<file path="src/rtl/byte_stripe_pkg.sv">
// Shared constants and lane-select type for the byte striping/unstriping blocks.
package byte_stripe_pkg;

    localparam int unsigned LANE_W        = 8;
    localparam int unsigned NUM_LANES     = 2;
    localparam int unsigned DEFAULT_DEPTH = 4;

    typedef enum logic {
        LANE0 = 1'b0,
        LANE1 = 1'b1
    } lane_sel_e;

endpackage

</file>
<file path="src/rtl/byte_unstriping_lane_fifo.sv">
// Per-lane byte FIFO: power-of-two depth, full-with-pop write acceptance,
// combinational head and drop indication for the selector above it.
module lane_fifo
    import byte_stripe_pkg::*;
#(
    parameter int unsigned DEPTH = DEFAULT_DEPTH
) (
    input  logic              clk,
    input  logic              reset,
    input  logic              i_wr_en,
    input  logic [LANE_W-1:0] i_wr_data,
    input  logic              i_rd_en,
    output logic [LANE_W-1:0] o_head_c,
    output logic              o_empty_c,
    output logic              o_drop_c
);

    localparam int unsigned PTR_W = $clog2(DEPTH);
    localparam int unsigned CNT_W = PTR_W + 1;

    logic [LANE_W-1:0] r_mem [DEPTH];
    logic [PTR_W-1:0]  r_wptr;
    logic [PTR_W-1:0]  r_rptr;
    logic [CNT_W-1:0]  r_count;

    logic w_full;
    logic w_pop;
    logic w_push;

    // A full FIFO still takes a write when its head leaves on the same edge.
    assign w_full    = (r_count == CNT_W'(DEPTH));
    assign o_empty_c = (r_count == CNT_W'(0));
    assign w_pop     = i_rd_en & ~o_empty_c;
    assign w_push    = i_wr_en & (~w_full | w_pop);
    assign o_drop_c  = i_wr_en & ~w_push;
    assign o_head_c  = r_mem[r_rptr];

    always_ff @(posedge clk) begin
        if (reset) begin
            r_wptr  <= '0;
            r_rptr  <= '0;
            r_count <= '0;
        end else begin
            if (w_push) begin
                r_wptr <= r_wptr + PTR_W'(1);
            end
            if (w_pop) begin
                r_rptr <= r_rptr + PTR_W'(1);
            end
            case ({w_push, w_pop})
                2'b10:   r_count <= r_count + CNT_W'(1);
                2'b01:   r_count <= r_count - CNT_W'(1);
                default: r_count <= r_count;
            endcase
        end
    end

    // Storage needs no reset; occupancy is tracked by the pointers and count.
    always_ff @(posedge clk) begin
        if (w_push && !reset) begin
            r_mem[r_wptr] <= i_wr_data;
        end
    end

endmodule

</file>
<file path="src/rtl/byte_unstriping.sv">
// Two-lane byte unstriper: strict L0/L1 alternating merge of two lane FIFOs.
// Optional sticky overflow flag 'err' is built when BYTE_UNSTRIPING_ERR_EN is defined.
module byte_unstriping
    import byte_stripe_pkg::*;
#(
    parameter int unsigned DEPTH = DEFAULT_DEPTH
) (
    input  logic              clk_2f,
    input  logic              reset,
    input  logic [LANE_W-1:0] lane_0,
    input  logic              valid_0,
    input  logic [LANE_W-1:0] lane_1,
    input  logic              valid_1,
    output logic [LANE_W-1:0] data_out,
    output logic              valid_out
`ifdef BYTE_UNSTRIPING_ERR_EN
    ,
    output logic              err
`endif
);

    lane_sel_e         r_sel;
    logic [LANE_W-1:0] r_data_out;
    logic              r_valid_out;

    logic [LANE_W-1:0] w_head_0;
    logic [LANE_W-1:0] w_head_1;
    logic              w_empty_0;
    logic              w_empty_1;
    logic              w_rd_0;
    logic              w_rd_1;
    logic              w_avail;
    logic [LANE_W-1:0] w_head_sel;
`ifdef BYTE_UNSTRIPING_ERR_EN
    logic              w_drop_0;
    logic              w_drop_1;
    logic              r_err;
`endif

    // Only the selected lane is ever read; the other lane is never served early.
    assign w_rd_0     = (r_sel == LANE0);
    assign w_rd_1     = (r_sel == LANE1);
    assign w_avail    = w_rd_0 ? ~w_empty_0 : ~w_empty_1;
    assign w_head_sel = w_rd_0 ? w_head_0 : w_head_1;

    lane_fifo #(.DEPTH(DEPTH)) u_fifo_0 (
        .clk       (clk_2f),
        .reset     (reset),
        .i_wr_en   (valid_0),
        .i_wr_data (lane_0),
        .i_rd_en   (w_rd_0),
        .o_head_c  (w_head_0),
        .o_empty_c (w_empty_0),
`ifdef BYTE_UNSTRIPING_ERR_EN
        .o_drop_c  (w_drop_0)
`else
        .o_drop_c  ()
`endif
    );

    lane_fifo #(.DEPTH(DEPTH)) u_fifo_1 (
        .clk       (clk_2f),
        .reset     (reset),
        .i_wr_en   (valid_1),
        .i_wr_data (lane_1),
        .i_rd_en   (w_rd_1),
        .o_head_c  (w_head_1),
        .o_empty_c (w_empty_1),
`ifdef BYTE_UNSTRIPING_ERR_EN
        .o_drop_c  (w_drop_1)
`else
        .o_drop_c  ()
`endif
    );

    // Selector and output register: pop and toggle only when the selected lane has data.
    always_ff @(posedge clk_2f) begin
        if (reset) begin
            r_sel       <= LANE0;
            r_data_out  <= '0;
            r_valid_out <= 1'b0;
        end else if (w_avail) begin
            r_sel       <= (r_sel == LANE0) ? LANE1 : LANE0;
            r_data_out  <= w_head_sel;
            r_valid_out <= 1'b1;
        end else begin
            r_valid_out <= 1'b0;
        end
    end

    assign data_out  = r_data_out;
    assign valid_out = r_valid_out;

`ifdef BYTE_UNSTRIPING_ERR_EN
    // Sticky until reset once either lane rejects a write.
    always_ff @(posedge clk_2f) begin
        if (reset) begin
            r_err <= 1'b0;
        end else if (w_drop_0 || w_drop_1) begin
            r_err <= 1'b1;
        end
    end

    assign err = r_err;
`endif

endmodule

</file>
<file path="config.mk">
export PLATFORM = sky130hd
export DESIGN_NAME = byte_unstriping
export DESIGN_NICKNAME = d
export VERILOG_FILES = /design/src/rtl/byte_stripe_pkg.sv /design/src/rtl/byte_unstriping_lane_fifo.sv /design/src/rtl/byte_unstriping.sv
export SDC_FILE = /design/constraint.sdc
export NUM_CORES = 1
export LEC_CHECK = 0
export CAP_MARGIN = 5
export CORE_ASPECT_RATIO = 0.75
export CORE_MARGIN = 1.5
export CORE_UTILIZATION = 45
export DETAILED_ROUTE_END_ITERATION = 8
export SYNTH_ARGS = -nofsm -noshare
export SYNTH_HDL_FRONTEND = slang
export SYNTH_HIERARCHICAL = 1
export SYNTH_SLANG_ARGS = --single-unit
</file>
<file path="constraint.sdc">
create_clock -name clk_2f -period 3.34 [get_ports clk_2f]
set_input_delay 0.668 -clock clk_2f [delete_from_list [all_inputs] [get_ports clk_2f]]
set_output_delay 0.668 -clock clk_2f [all_outputs]
set_load 0.1 [all_outputs]
</file>
* Yosys cells after proc, flatten, opt, wreduce, memory -nomap -nowiden
Memory sizes are Yosys's and may differ from the RTL's. A register that Yosys moved wholly into a read port is not among the register bits.
Cells that the tools add are included.
** Operators by class
- Equal/unequal tests :: 6
- Reductions and logical operators :: 7
- Bitwise logic cells :: 11
- Muxes and demuxes :: 14
- Add/subtract/negate cells :: 8
** Operators by type and width (number)
- $pmux W3 S2 :: 2
- $add A2 B1 Y2 const B :: 4
- $mux W2 :: 4
- $mux W8 :: 1
- $mux W1 :: 7
- $add A3 B1 Y3 const B :: 2
- $eq A3 B3 Y1 const B :: 2
- $logic_not A3 Y1 :: 2
- $sub A3 B1 Y3 const B :: 2
- $not A1 Y1 :: 5
- $and A1 B1 Y1 :: 4
- $eq A2 B1 Y1 const B :: 2
- $eq A2 B2 Y1 const B :: 2
- $reduce_bool A2 Y1 :: 2
- $logic_and A1 B1 Y1 :: 2
- $or A1 B1 Y1 :: 2
- $logic_not A1 Y1 :: 1
** Word-level totals
- RAM bits :: 64
- Logic and storage cells :: 57
- Bits of input ports :: 20
- Output and inout port bits :: 9
- Flip-flop bits (word level) :: 24
- Memories :: 2
** Memories
- u_fifo_0.r_mem :: words 4, width 8, rd ports 1, clocked after memory_dff 1, wr ports 1, line byte_unstriping_lane_fifo.sv:21 : logic [LANE_W-1:0] r_mem [DEPTH];
- u_fifo_1.r_mem :: words 4, width 8, rd ports 1, clocked after memory_dff 1, wr ports 1, line byte_unstriping_lane_fifo.sv:21

* Depth between registers and ports, before layout
- Depth after elaboration :: 8
- Depth in mapped cells :: 9
- Gate-level depth less buffers :: 7

* Modules after synthesis
Netlist, hierarchy kept.
** By module, submodules not included
- lane_fifo (u_fifo_0) :: area each 1741.7 um^2, cells each 110, sequential area each 1141.1 um^2, instances 1
- lane_fifo (u_fifo_1) :: area each 1734.2 um^2, cells each 107, sequential area each 1141.1 um^2, instances 1
- byte_unstriping :: area each 447.9 um^2, cells each 42, sequential area each 200.2 um^2, instances 1

* Worst setup path after synthesis
OpenSTA, ideal clock, no wires.
- Path kind :: input -> register
- Start :: in valid_1
- End :: mem u_fifo_1.r_mem[0][0], enable pin
- Stages on the path :: 3
- Setup slack :: 1.261 ns
- Required time :: 2.955 ns
- Data arrival time :: 1.694 ns
- Path through :: buf_2 > o21ai_0 > nor3b_1
** On the way
- Cells in the longest elaborated chain, start to end :: 4
** Ends and longest elaborated chain
- start, declared :: line byte_unstriping.sv:13 : input logic valid_1,
- $and A1 B1 Y1 :: line byte_unstriping_lane_fifo.sv:34 : assign w_push = i_wr_en & (~w_full | w_pop);
- $logic_and A1 B1 Y1 :: line byte_unstriping_lane_fifo.sv:60 : if (w_push && !reset) begin
- $mux W1 :: line byte_unstriping_lane_fifo.sv:60
- $mux W1 (not written as such) :: line byte_unstriping_lane_fifo.sv:61 : r_mem[r_wptr] <= i_wr_data;
- end, declared :: line byte_unstriping_lane_fifo.sv:21
No other way between the ends.

* Worst setup path after layout
- Start :: reg r_valid_out, in the netlist valid_out
- End :: out valid_out
** RTL lines
- start, declared :: line byte_unstriping.sv:24 : logic r_valid_out;
- start signal, assigned :: line byte_unstriping.sv:81 : r_valid_out <= 1'b0;
- start signal, assigned :: line byte_unstriping.sv:85 : r_valid_out <= 1'b1;
- start signal, assigned :: line byte_unstriping.sv:87 : r_valid_out <= 1'b0;
- end, declared :: line byte_unstriping.sv:15 : output logic valid_out
No word-level cell between the ends.

==> impl_metrics.json <==
{
  "ant_nets": 0,
  "setup_tns_ns": 0,
  "htree_levels": 3,
  "grt_max_degree": 35,
  "swShare": 0.348,
  "clk_pin_slew_ns": 0.07,
  "final_net_count": 315,
  "die_w_um": 111,
  "worst_hold_slack_ns": 0.501,
  "critPathLaunchType": "flop",
  "clk_latency_ns": 0.33,
  "cp_slowest_cell": "clkdlybuf4s50_1",
  "dp_cells": 382,
  "cp.depth": 1,
  "gr-total-overflow": 0,
  "antenna_found_initial": 0,
  "crit_type": "reg -> out",
  "globalplace.congestion": 0.724,
  "core_area_sq_mm": 0.00845,
  "peakVddDrop_mv": 0.600,
  "io_buffer_count": 28,
  "track_usage": 0.148,
  "syn_area_per_cell_sq_um": 15.2,
  "grt_pass1_wl_um": 10500,
  "grt_pass1_vias": 1986,
  "first_pass_iters": 4,
  "dp_hpwl_um": 4410,
  "endpoint": "valid_out",
  "startpoint": "valid_out",
  "cp.required_ns": 2.67,
  "drc": 0,
  "final_util": 0.536,
  "drt-total-wl_um": 6380,
  "hold_path_class": "reg -> reg",
  "path_delay_family": "buffers and inverters",
  "routed_wire_length_per_instance_um": 16.0,
  "critPathBufInv": 1,
  "worst-path-max-fanout": 1,
  "end_kind": "output pin",
  "critPathMaxStageDelay_ns": 1.12,
  "fillers": 697,
  "num_antenna_cells": 0,
  "p_seq_frac": 0.429,
  "post_drt_via_cell_ratio": 5.14,
  "dr.first_iter.drc_count": 98,
  "hold_violations": 0,
  "synth_area_sq_mm": 0.00391,
  "fp-row-count": 29,
  "synth_warnings": 6,
  "synthCells": 257,
  "worstPathCellList": "clkdlybuf4s50_1",
  "r2r_cells": 7,
  "die_h_um": 83.7,
  "layout-drive-gt1-share": 0.197,
  "numCtsBuffers": 9,
  "p_int_uw": 2320,
  "dieArea_sq_mm": 0.00926,
  "fin_area_sq_mm": 0.00454,
  "finalSetupViolCount": 0,
  "arrival_ns": 1.76,
  "maxCapViolCount": 0,
  "pwr-share-comb": 0.300,
  "p_leak_uw": 0.00153,
  "reg2reg_slack_ns": 1.24,
  "cts_setup_buffers": 0,
  "initial_utilization": 0.462,
  "postCtsHoldBufs": 0,
  "cts_sinks": 92,
  "post_cts_resized": 0,
  "power_switching_uw": 1240,
  "dpl-instance-area_sq_mm": 0.00424,
  "ios": 29,
  "vias": 2045,
  "pwr_density_cell_mw_per_mm2": 785,
  "finalClockSkew_ns": 0.00885,
  "syn_nets": 287,
  "relSlewSlack": 0.357,
  "rsz0062_at_grt": "no",
  "status": "finished, final reports clean",
  "cts_tree": "done",
  "maxSlewViolCount": 0,
  "worstReg2RegStart": "r_sel",
  "min_period_ns": 2.43,
  "fin_crit_sh": 0.728,
  "area_growth_pct": 16.0,
  "root_buffer": "clkbuf_16",
  "pwr-share-clk": 0.271,
  "finalNonFillerCells": 398,
  "r2r-end": "u_fifo_0/r_count[2]",
  "fmax_ghz": 0.411,
  "cts_buffer_depth": 2,
  "worst_slew_pin_slew_ns": 0.962
}
[power by group through the flow]
| stage | clock network [uW] | logic [uW] | registers [uW] |
|---|---|---|---|
| 2_1_floorplan | 0 | 752 | 1700 |
| 3_3_place_gp | 0 | 1070 | 1550 |
| 3_5_place_dp | 0 | 1070 | 1550 |
| 4_1_cts | 992 | 1080 | 1530 |
| 5_1_grt | 1050 | 1160 | 1560 |
| 6_report | 965 | 1070 | 1530 |
[worst reg2reg max path: cells and delay by family, from the launching register on]
kind	cells	cell delay, ns
flip-flops	1	0.40
AND/OR/NAND/NOR	2	0.36
adder cells (fa/ha/maj)	1	0.39
buffers and inverters	1	0.38
AO/OA/AOI/OAI	3	0.45
[placed cells by master, fill, tap and decap left out, types with 2 or more instances in the layout]
cell type,instances
mux2_2,2
fa_1,2
o21a_1,2
o211ai_1,2
a21oi_1,4
nor2b_1,3
ha_1,8
inv_6,2
a211oi_1,8
mux2i_1,10
clkbuf_16,9
inv_1,11
nor2_1,25
buf_4,14
mux4_2,16
nor3b_1,4
nor3_1,3
clkinv_4,2
clkdlybuf4s50_1,20
or2_2,2
nand3_1,2
edfxtp_1,64
xnor2_1,2
o21ai_0,3
dfxtp_1,28
nand2b_1,5
or3_1,2
and2_1,4
xor2_1,5
a31oi_1,3
o31ai_1,2
[state kept, by name (all words and copies together) (netlist names), named ones only]
signal and flops:
u_fifo_1/r_wptr 2, u_fifo_0/r_wptr 2, u_fifo_1/r_count 3, valid_out 1, u_fifo_0/r_count 3, r_sel 1
data_out 8, u_fifo_1/r_mem 32, u_fifo_0/r_rptr 2, u_fifo_0/r_mem 32, u_fifo_1/r_rptr 2
[worst min-delay path by stage]
stage / start / end / slack, ns / depth (start not counted)
4_1_cts: data_out[2] / data_out[2] / 0.51 / 2
6_report: data_out[2] / data_out[2] / 0.50 / 2
5_1_grt: data_out[4] / data_out[4] / 0.53 / 2
3_3_place_gp: data_out[4] / data_out[4] / 0.49 / 2
2_1_floorplan: u_fifo_1/r_wptr[1] / u_fifo_1/r_wptr[1] / 0.48 / 2
3_5_place_dp: data_out[3] / data_out[3] / 0.50 / 2
[stage by stage]
| step | worst slack [ns] | total power (uW) |
|---|---|---|
| finish | 0.910 | 3560 |
| global route | 0.862 | 3760 |
| CTS | 0.889 | 3600 |
| detailed placement | 0.697 | 2630 |
| global placement | 0.763 | 2620 |
| floorplan | 1.26 | 2450 |
[routing by layer]
| metal | vias up | track usage | wire (um) |
|---|---|---|---|
| met3 | 5 | 0.0407 | 174 |
| met5 | - | 0 | 0 |
| met1 | 991 | 0.209 | 3210 |
| met2 | 31 | 0.222 | 2930 |
| met4 | 0 | 0.0490 | 65 |
| li1 | 1018 | - | - |
[area by class of cell]
class | instances | area (sq um) | area share
clock buffer | 10 | 239 | 0.0527
sequential | 92 | 2480 | 0.547
tap | 108 | 135 | 0.0298
multi-input combinational | 137 | 1280 | 0.282
timing repair buffer | 34 | 305 | 0.0673
clock inverter | 6 | 52.6 | 0.0116
inverter | 11 | 41.3 | 0.00910
No activity file was read; power rests on OpenSTA's default activity.
